$ cat config.mk
export PLATFORM = sky130hd
export DESIGN_NAME = bcd_to_binary_flat
export DESIGN_NICKNAME = d
export VERILOG_FILES = /design/src/rtl/bcd_to_binary_pkg.sv /design/src/rtl/bcd_to_binary_if.sv /design/src/rtl/bcd_shift_adjust.sv /design/src/rtl/bcd_to_binary.sv /design/src/flat_wrapper.sv
export SDC_FILE = /design/constraint.sdc
export NUM_CORES = 1
export LEC_CHECK = 0
export ABC_AREA = 1
export BUFFER_PORTS_ARGS = -buffer_cell sky130_fd_sc_hd__buf_4
export CAP_MARGIN = 10
export CORE_MARGIN = 5
export CORE_UTILIZATION = 56
export DETAILED_ROUTE_END_ITERATION = 10
export PLACE_DENSITY = 0.78
export REMOVE_ABC_BUFFERS = 1
export SETUP_SLACK_MARGIN = 0.05
export SYNTH_ARGS = -nofsm -noshare
export SYNTH_HDL_FRONTEND = slang
export SYNTH_SLANG_ARGS = --single-unit
$ cat constraint.sdc
create_clock -name clk -period 1.2 [get_ports clk]
set_input_delay 0.24 -clock clk [delete_from_list [all_inputs] [get_ports clk]]
set_output_delay 0.24 -clock clk [all_outputs]
set_load 0.005 [all_outputs]
$ cat src/rtl/bcd_to_binary_pkg.sv
// Shared scoreboard definitions: BCD digit constants, the converter state
// encoding and the per-digit correction used by reverse double-dabble.
package bcd_to_binary_pkg;

  localparam int DIGIT_W = 4;
  localparam int OUT_W   = 8;
  localparam logic [DIGIT_W-1:0] BCD_MAX = 4'd9;

  typedef enum logic [1:0] {
    IDLE,
    SHIFT,
    DONE,
    DONE_ERR
  } state_t;

  // A field that reached 8 after a right shift held a borrowed ten; remove the 3 excess.
  function automatic logic [DIGIT_W-1:0] adjust_digit(input logic [DIGIT_W-1:0] d);
    return (d >= 4'd8) ? (d - 4'd3) : d;
  endfunction

endpackage

$ cat src/rtl/bcd_to_binary_if.sv
// Start/busy/done handshake and data bus of the BCD-to-binary converter.
interface bcd_to_binary_if #(
  parameter int OUT_W = bcd_to_binary_pkg::OUT_W
);
  logic             start;
  logic [3:0]       hundreds_in;
  logic [3:0]       tens_in;
  logic [3:0]       ones_in;
  logic             busy;
  logic             done;
  logic [OUT_W-1:0] binary_out;
  logic             overflow;
  logic             error;

  modport master (
    output start, hundreds_in, tens_in, ones_in,
    input  busy, done, binary_out, overflow, error
  );

  modport slave (
    input  start, hundreds_in, tens_in, ones_in,
    output busy, done, binary_out, overflow, error
  );
endinterface

$ cat src/rtl/bcd_shift_adjust.sv
// One reverse double-dabble step: shift the whole register right by one,
// then correct every BCD field that landed at 8 or above.
module bcd_shift_adjust
  import bcd_to_binary_pkg::*;
#(
  parameter  int DIGITS = 3,
  parameter  int WORK_W = 10,
  localparam int REG_W  = DIGIT_W * DIGITS + WORK_W
) (
  input  logic [REG_W-1:0] i_shift,
  output logic [REG_W-1:0] o_shift
);

  logic [REG_W-1:0] w_shifted;

  assign w_shifted = i_shift >> 1;

  // The binary work field only collects bits; no correction applies there.
  assign o_shift[WORK_W-1:0] = w_shifted[WORK_W-1:0];

  for (genvar d = 0; d < DIGITS; d++) begin : g_digit
    assign o_shift[WORK_W + DIGIT_W*d +: DIGIT_W] =
      adjust_digit(w_shifted[WORK_W + DIGIT_W*d +: DIGIT_W]);
  end

endmodule

$ cat src/rtl/bcd_to_binary.sv
// Sequential three-digit BCD to 8-bit binary converter (reverse double-dabble),
// one shift per clock, with saturation on overflow and a bad-digit error path.
module bcd_to_binary #(
  parameter int DIGITS = 3,
  parameter int WORK_W = 10,
  parameter int OUT_W  = bcd_to_binary_pkg::OUT_W
) (
  input  logic            clk,
  input  logic            rst_n,
  bcd_to_binary_if.slave  bus
);
  import bcd_to_binary_pkg::*;

  localparam int REG_W = DIGIT_W * DIGITS + WORK_W;
  localparam int CNT_W = $clog2(WORK_W + 1);

  state_t             r_state;
  logic [REG_W-1:0]   r_shift;
  logic [CNT_W-1:0]   r_cnt;
  logic               r_busy;
  logic               r_done;
  logic [OUT_W-1:0]   r_binary;
  logic               r_overflow;
  logic               r_error;

  logic [DIGIT_W*DIGITS-1:0] w_digits;
  logic                      w_digit_err;
  logic [REG_W-1:0]          w_next_shift;
  logic [WORK_W-1:0]         w_bin;
  logic                      w_ovf;

  assign w_digits    = {bus.hundreds_in, bus.tens_in, bus.ones_in};
  assign w_digit_err = (bus.hundreds_in > BCD_MAX) || (bus.tens_in > BCD_MAX) ||
                       (bus.ones_in > BCD_MAX);

  assign w_bin = r_shift[WORK_W-1:0];
  assign w_ovf = (w_bin > WORK_W'({OUT_W{1'b1}}));

  bcd_shift_adjust #(
    .DIGITS (DIGITS),
    .WORK_W (WORK_W)
  ) u_shift_adjust (
    .i_shift (r_shift),
    .o_shift (w_next_shift)
  );

  // NOTE: sequential state uses non-blocking assignments so every register
  // samples pre-edge values; blocking here would create order-dependent races.
  always_ff @(posedge clk or negedge rst_n) begin
    if (!rst_n) begin
      r_state    <= IDLE;
      r_shift    <= '0;
      r_cnt      <= '0;
      r_busy     <= 1'b0;
      r_done     <= 1'b0;
      r_binary   <= '0;
      r_overflow <= 1'b0;
      r_error    <= 1'b0;
    end else begin
      case (r_state)
        IDLE: begin
          r_done <= 1'b0;
          if (bus.start) begin
            r_shift <= {w_digits, {WORK_W{1'b0}}};
            r_cnt   <= '0;
            r_busy  <= 1'b1;
            r_state <= w_digit_err ? DONE_ERR : SHIFT;
          end
        end
        SHIFT: begin
          r_shift <= w_next_shift;
          r_cnt   <= r_cnt + 1'b1;
          if (r_cnt == CNT_W'(WORK_W - 1)) r_state <= DONE;
        end
        DONE: begin
          r_binary   <= w_ovf ? {OUT_W{1'b1}} : w_bin[OUT_W-1:0];
          r_overflow <= w_ovf;
          r_error    <= 1'b0;
          r_done     <= 1'b1;
          r_busy     <= 1'b0;
          r_state    <= IDLE;
        end
        DONE_ERR: begin
          r_binary   <= '0;
          r_overflow <= 1'b0;
          r_error    <= 1'b1;
          r_done     <= 1'b1;
          r_busy     <= 1'b0;
          r_state    <= IDLE;
        end
        default: r_state <= IDLE;
      endcase
    end
  end

  assign bus.busy       = r_busy;
  assign bus.done       = r_done;
  assign bus.binary_out = r_binary;
  assign bus.overflow   = r_overflow;
  assign bus.error      = r_error;

endmodule
$ cat src/flat_wrapper.sv
// flat-port wrapper written by rule: the top's interface ports become plain ports
module bcd_to_binary_flat import bcd_to_binary_pkg::*;
#(
  parameter int DIGITS = 3,
  parameter int WORK_W = 10,
  parameter int OUT_W  = bcd_to_binary_pkg::OUT_W
)
  (clk, rst_n, bus_start, bus_hundreds_in, bus_tens_in, bus_ones_in, bus_busy, bus_done, bus_binary_out, bus_overflow, bus_error);
  bcd_to_binary_if #(.OUT_W(OUT_W)) bus_i ();
  input  logic clk;
  input  logic rst_n;
  input wire logic [$bits(bus_i.start)-1:0] bus_start;
  input wire logic [$bits(bus_i.hundreds_in)-1:0] bus_hundreds_in;
  input wire logic [$bits(bus_i.tens_in)-1:0] bus_tens_in;
  input wire logic [$bits(bus_i.ones_in)-1:0] bus_ones_in;
  output wire logic [$bits(bus_i.busy)-1:0] bus_busy;
  output wire logic [$bits(bus_i.done)-1:0] bus_done;
  output wire logic [$bits(bus_i.binary_out)-1:0] bus_binary_out;
  output wire logic [$bits(bus_i.overflow)-1:0] bus_overflow;
  output wire logic [$bits(bus_i.error)-1:0] bus_error;
  assign bus_i.start = bus_start;
  assign bus_i.hundreds_in = bus_hundreds_in;
  assign bus_i.tens_in = bus_tens_in;
  assign bus_i.ones_in = bus_ones_in;
  assign bus_busy = bus_i.busy;
  assign bus_done = bus_i.done;
  assign bus_binary_out = bus_i.binary_out;
  assign bus_overflow = bus_i.overflow;
  assign bus_error = bus_i.error;
  bcd_to_binary #(.DIGITS(DIGITS), .WORK_W(WORK_W), .OUT_W(OUT_W)) u_core (.clk(clk), .rst_n(rst_n), .bus(bus_i));
endmodule
# [Word level (Yosys, flattened, before mapping)]
# Index checks and enable logic that the tools add are counted.
[word_totals] out_inout_bits=12 ff_bits=40 input_bits=15 wordCells=53
[classes] magnitude_cmp=7 n_reduce_logical=10 n_eq_ne=6 add_sub_neg=4 n_mux=18
[op_table] cell="$pmux 22 s2" count=1
[op_table] cell="$mux 22" count=1
[op_table] cell="$mux 4" count=4
[op_table] cell="$pmux 8 s2" count=1
[op_table] cell="$gt 4x4->1 const B" count=3
[op_table] cell="$gt 10x8->1 const B" count=1
[op_table] cell="$ge 4x4->1 const B" count=2
[op_table] cell="$mux 8" count=1
[op_table] cell="$pmux 1 s2" count=4
[op_table] cell="$pmux 4 s2" count=1
[op_table] cell="$sub 4x2->4 const B" count=2
[op_table] cell="$mux 2" count=3
[op_table] cell="$pmux 2 s3" count=1
[op_table] cell="$reduce_and 2->1" count=3
[op_table] cell="$reduce_bool 2->1" count=3
[op_table] cell="$add 4x1->4 const B" count=1
[op_table] cell="$eq 2x2->1 const B" count=2
[op_table] cell="$eq 4x4->1 const B" count=1
[op_table] cell="$ge 3x4->1 const B" count=1
[op_table] cell="$sub 3x2->4 const B" count=1
[op_table] cell="$eq 2x1->1 const B" count=1
[op_table] cell="$logic_not 2->1" count=1
[op_table] cell="$logic_or 1x1->1" count=2
[op_table] cell="$ne 2x1->1 const B" count=1
[op_table] cell="other kinds (3)" count=3

# [Logic depth before layout (Yosys ltp)]
[depth] depth_word=6 ltp_mapped=6 depth_no_buf=6

# [Cells and area by module]
# Synthesis repeated with hierarchy kept, for this count alone.
[hier_totals] cells_unflattened=241 hier_area_um2=2035.7
[by_module_without_submodules] mod="bcd_to_binary" cells_per_inst=194 instances=1 seq_area_each_um2=1001.0 area_each_um2=1749.2
[by_module_without_submodules] mod="bcd_shift_adjust" cells_per_inst=47 instances=1 seq_area_each_um2=0.0 area_each_um2=286.5

# [Worst setup path before layout]
# No wires, ideal clock.
[synth_timing] kind="register to register" start="register u_core.r_state[0]" end="register u_core.r_cnt[0]" n_path_buf=2 t_required_ns=1.075 stages_incl_launch_ff=7 period_less_slack_ns=1.074 setup_time_ns=0.125 path_slack_ns=0.126 arrival_ns=0.949 cell_sequence="dfrtp_1 buf_4 inv_2 nor2_4 buf_6 nor2_1 a21oi_4"
[synth_via] elab_chain_len=3 elab_cells_between_ends=6 classes_between="eq/ne (2); mux (1); reduce/logical (3)"
[synth_rtl] element="from (decl)" line="bcd_to_binary.sv:17" rtl="state_t r_state;"
[synth_rtl] element="from (signal assigned)" line="bcd_to_binary.sv:67" rtl="r_state <= w_digit_err ? DONE_ERR : SHIFT;"
[synth_rtl] element="$eq 2x1->1 or $logic_not 2->1 (tied branches)" line="bcd_to_binary.sv:60" rtl="case (r_state)"
[synth_rtl] element="$reduce_bool 2->1 (no line) or $ne 2x2->1 (tied branches)"
[synth_rtl] element="$reduce_and 2->1 (no line)"
[synth_rtl] element="to (signal assigned)" line="bcd_to_binary.sv:72" rtl="r_cnt <= r_cnt + 1'b1;"
[synth_rtl] element="to (decl)" line="bcd_to_binary.sv:19" rtl="logic [CNT_W-1:0] r_cnt;"
# Parallel ways exist; a longest one is shown, timed or not.
# A chain may end at the register's enable or synchronous reset.

# [Final worst setup path]
[layout_timing] start="register u_core.r_state[1]" end="register u_core.r_shift[11]"
[layout_via] elab_chain_len=3 elab_cells_between_ends=6 classes_between="eq/ne (2); mux (1); reduce/logical (3)"
[layout_rtl] element="$eq 2x1->1 or $logic_not 2->1 (tied branches)" line="bcd_to_binary.sv:60"
[layout_rtl] element="$reduce_bool 2->1 (no line) or $ne 2x2->1 (tied branches)"
[layout_rtl] element="$reduce_and 2->1 (no line)"
[layout_rtl] element="to (signal assigned)" line="bcd_to_binary.sv:64" rtl="r_shift <= {w_digits, {WORK_W{1'b0}}};"
[layout_rtl] element="to (signal assigned)" line="bcd_to_binary.sv:71" rtl="r_shift <= w_next_shift;"
[layout_rtl] element="to (decl)" line="bcd_to_binary.sv:18" rtl="logic [REG_W-1:0] r_shift;"
# Parallel ways exist; a longest one is shown, timed or not.

==> flow_summary.toml <==
[die]
start_util_pct = 58.7
die_h_um = 69.4
core-area_um2 = 3360
core.rowCount = 21
chipWidth_um = 69.4
fp.dieArea_um2 = 4810
top_level_ports = 27

[finish]
nNetsFinal = 291
antenna_cells = 0
stdcell_count = 317
final_cell_mix = "57 x nand2_1, 37 x dfrtp_1, 35 x nand3_1"
area_growth_pct = 32.3
nFillCells = 236
mostFrequentLayoutCell = "nand2_1"
regArea_um2 = 1000
multiInputGateArea_um2 = 878
layout-drive-gt1-share_pct = 32.5
utilization_pct = 77.6

[placed_design]
hpwl_um = 2820
dp.cells = 295
dp_worst_setup_slack_ps = -6.33
gp_congestion = 0.884
port_buffers = 26

[route]
post_drt_wl_per_cell_um = 14.0
ant_nets = 0
drt_iter0_drc = 149
dr.pass1.iters = 4
via_count = 1676
drc = 0
drt-total-wl_um = 4450
via_per_inst = 5.29

[synth]
synth.distinct_cells = 24
synthAdderAreaFrac_pct = 3.80
ys.warnings.count = 0
yosys_register_bits = 40
syn_area_um2 = 1970
yosys.area_share.simple_pct = 25.9
synth_top_family_by_area = "simple AND/OR/NAND/NOR gates"
syn_avg_cell_area_um2 = 9.06
syn_inst = 218
synthMuxAreaShare_pct = 0
yosysSeqAreaShare_pct = 50.7
synth-compound-area-share_pct = 11.2
synth_xor_area_share_pct = 0.444

[pwr]
pwr-share-clk_pct = 14.2
internal_power_mw = 3.85
p_seq_share_pct = 35.0
p_comb_share_pct = 50.8
swShare_pct = 40.4
powerDensity_nw_per_um2 = 2480
irDropWorstVdd_mv = 1.55
switchingPower_mw = 2.61
power.leakage_nw = 1.28

[clocking]
clock_sinks = 40
clkTransAtPathRegs_ps = 130
cts_tree = "done"
cts_made_buffers = 5
clk_latency_ps = 360
cts_max_level = 2
root_buffer = "clkbuf_4"
cts_buffer_depth = 2

[timing]
maxSlewViolCount = 0
fin_crit_ps = 1180
skew_ps = 17.9
rsz0062_at_grt = "true"
timing.fmax_mhz = 846
final_hold_viol_count = 0
fin_crit_sh_pct = 98.6
fin_ws_ps = 17.4
relSlewSlack_pct = 67.2
worst_slew_pin_slew_ps = 492
setup_viol = 0

[global_routing]
grt_max_degree = 41
antenna_found_initial = 0
grt_first_pass_wirelength_um = 6930
overflow = 0
grt_pass1_vias = 1516
grt_util_all_layers_pct = 17.9

[min_path]
min_from = "bus_hundreds_in[3]"
hold_path_class = "in -> reg"

[worst_setup_path]
start_kind = "flip-flop"
endpoint_kind = "flip-flop"
worstPathArrival_ps = 1470
path_max_fanout = 10
critPathKind = "reg -> reg"
rr_startpoint = "u_core.r_state[1]$_DFFE_PN0P_"
critPathRequiredTime_ps = 1490
critical_path.startpoint = "u_core.r_state[1]$_DFFE_PN0P_"

[run_status]
status = "finished, final reports clean"

[flow_run]
cap_violations = 0
==> sequential cells by signal, indices dropped and copies added, names as in the netlist <==
signal,count
u_core.bus.done,1
u_core.r_cnt,4
u_core.bus.binary_out,8
u_core.bus.overflow,1
u_core.r_shift,22
u_core.r_state,2
u_core.bus.busy,1
u_core.bus.error,1
==> logic make-up after synthesis <==
logic type               after synthesis
AO/OA/AOI/OAI                         27
buffers and inverters                 33
AND/OR/NAND/NOR                      111
XOR/XNOR                               1
flip-flops                            40
adder cells (fa/ha/maj)                6
==> per-stage QoR <==
step / setup TNS (ps) / hold slack [ps] / total power, mW / cell area (um2)
finish: 0 / 92.1 / 6.47 / 2610
global route: -129 / 63.4 / 6.95 / 2610
CTS: 0 / 76.2 / 6.03 / 2480
detailed placement: -6.33 / 244 / 4.84 / 2280
global placement: 0 / 242 / 4.78 / 2280
floorplan: -242 / -55.6 / 3.79 / 1920
==> final timing paths <==
| kind | slack [ps] | cells past startpoint | endpoint |
|---|---|---|---|
| setup / recovery | 20 | 5 | u_core.r_shift[11]$_DFFE_PN0P_ |
| hold / removal | 90 | 3 | u_core.r_shift[21]$_DFFE_PN0P_ |
| setup reg to reg | 20 | 5 | u_core.r_shift[11]$_DFFE_PN0P_ |
| hold reg to reg | 500 | 2 | u_core.r_shift[20]$_DFFE_PN0P_ |
| max in group asynchronous | 460 | 2 | u_core.r_state[0]$_DFFE_PN0P_ |
| min in group asynchronous | 380 | 2 | u_core.bus.busy$_DFFE_PN0P_ |
==> synth_stat cells (all sizes together) <==
master  instances  area, um2
dfrtp          40       1000
nand2          64        263
nand4           1       6.26
o21bai          1       7.51
o21ai          11       58.8
buf             7       57.6
nor2            9       51.3
nand3          35        175
nand3b          2       15.0
a21oi           5       36.3
o22ai          10        119
xnor2           1       8.76
ha              6       75.1
inv            26        100
==> layout make-up <==
cell class              count  share of cell area [%]
flip-flops and latches     40                    38.5
multi-input cells         146                    33.6
repair buffers             51                    18.5
inverters                  26                    3.93
well taps                  46                    2.20
clock inverters             3                    1.82
clock buffers               5                    1.44
==> metal layers <==
layer  GRT usage (%)  routed length, um  vias up  part of all wire (%)
met5               0                  0        -                     0
met4            5.21                 24        0                  0.54
met3            5.80                243        4                   5.5
met2            28.3               2230       55                    50
met1            23.4               1950      801                    44
li1                -                  -      816                     -
==> power by group through the flow <==
stage | logic (mW) | clock network [mW] | registers, mW
floorplan | 1.60 | 0 | 2.19
global placement | 2.55 | 0 | 2.23
detailed placement | 2.60 | 0 | 2.25
CTS | 2.87 | 0.935 | 2.23
global route | 3.62 | 1.01 | 2.32
finish | 3.28 | 0.920 | 2.26
==> repair_timing <==
action                     CTS  global route
hold endpoints to repair    40             0
cloned                       0             1
gates resized for setup      9            23
buffers inserted             6             6
pin swaps                    2             2
setup endpoints to repair   17            35
hold buffers                 1             0
==> critical path, stage by stage (launching register included) <==
cell and delay [ps]:
dfrtp_2 450, clkinv_4 140, nand2_4 130, buf_6 150, o21ai_0 110, a21oi_2 130
(Power assumes the default switching activity.)
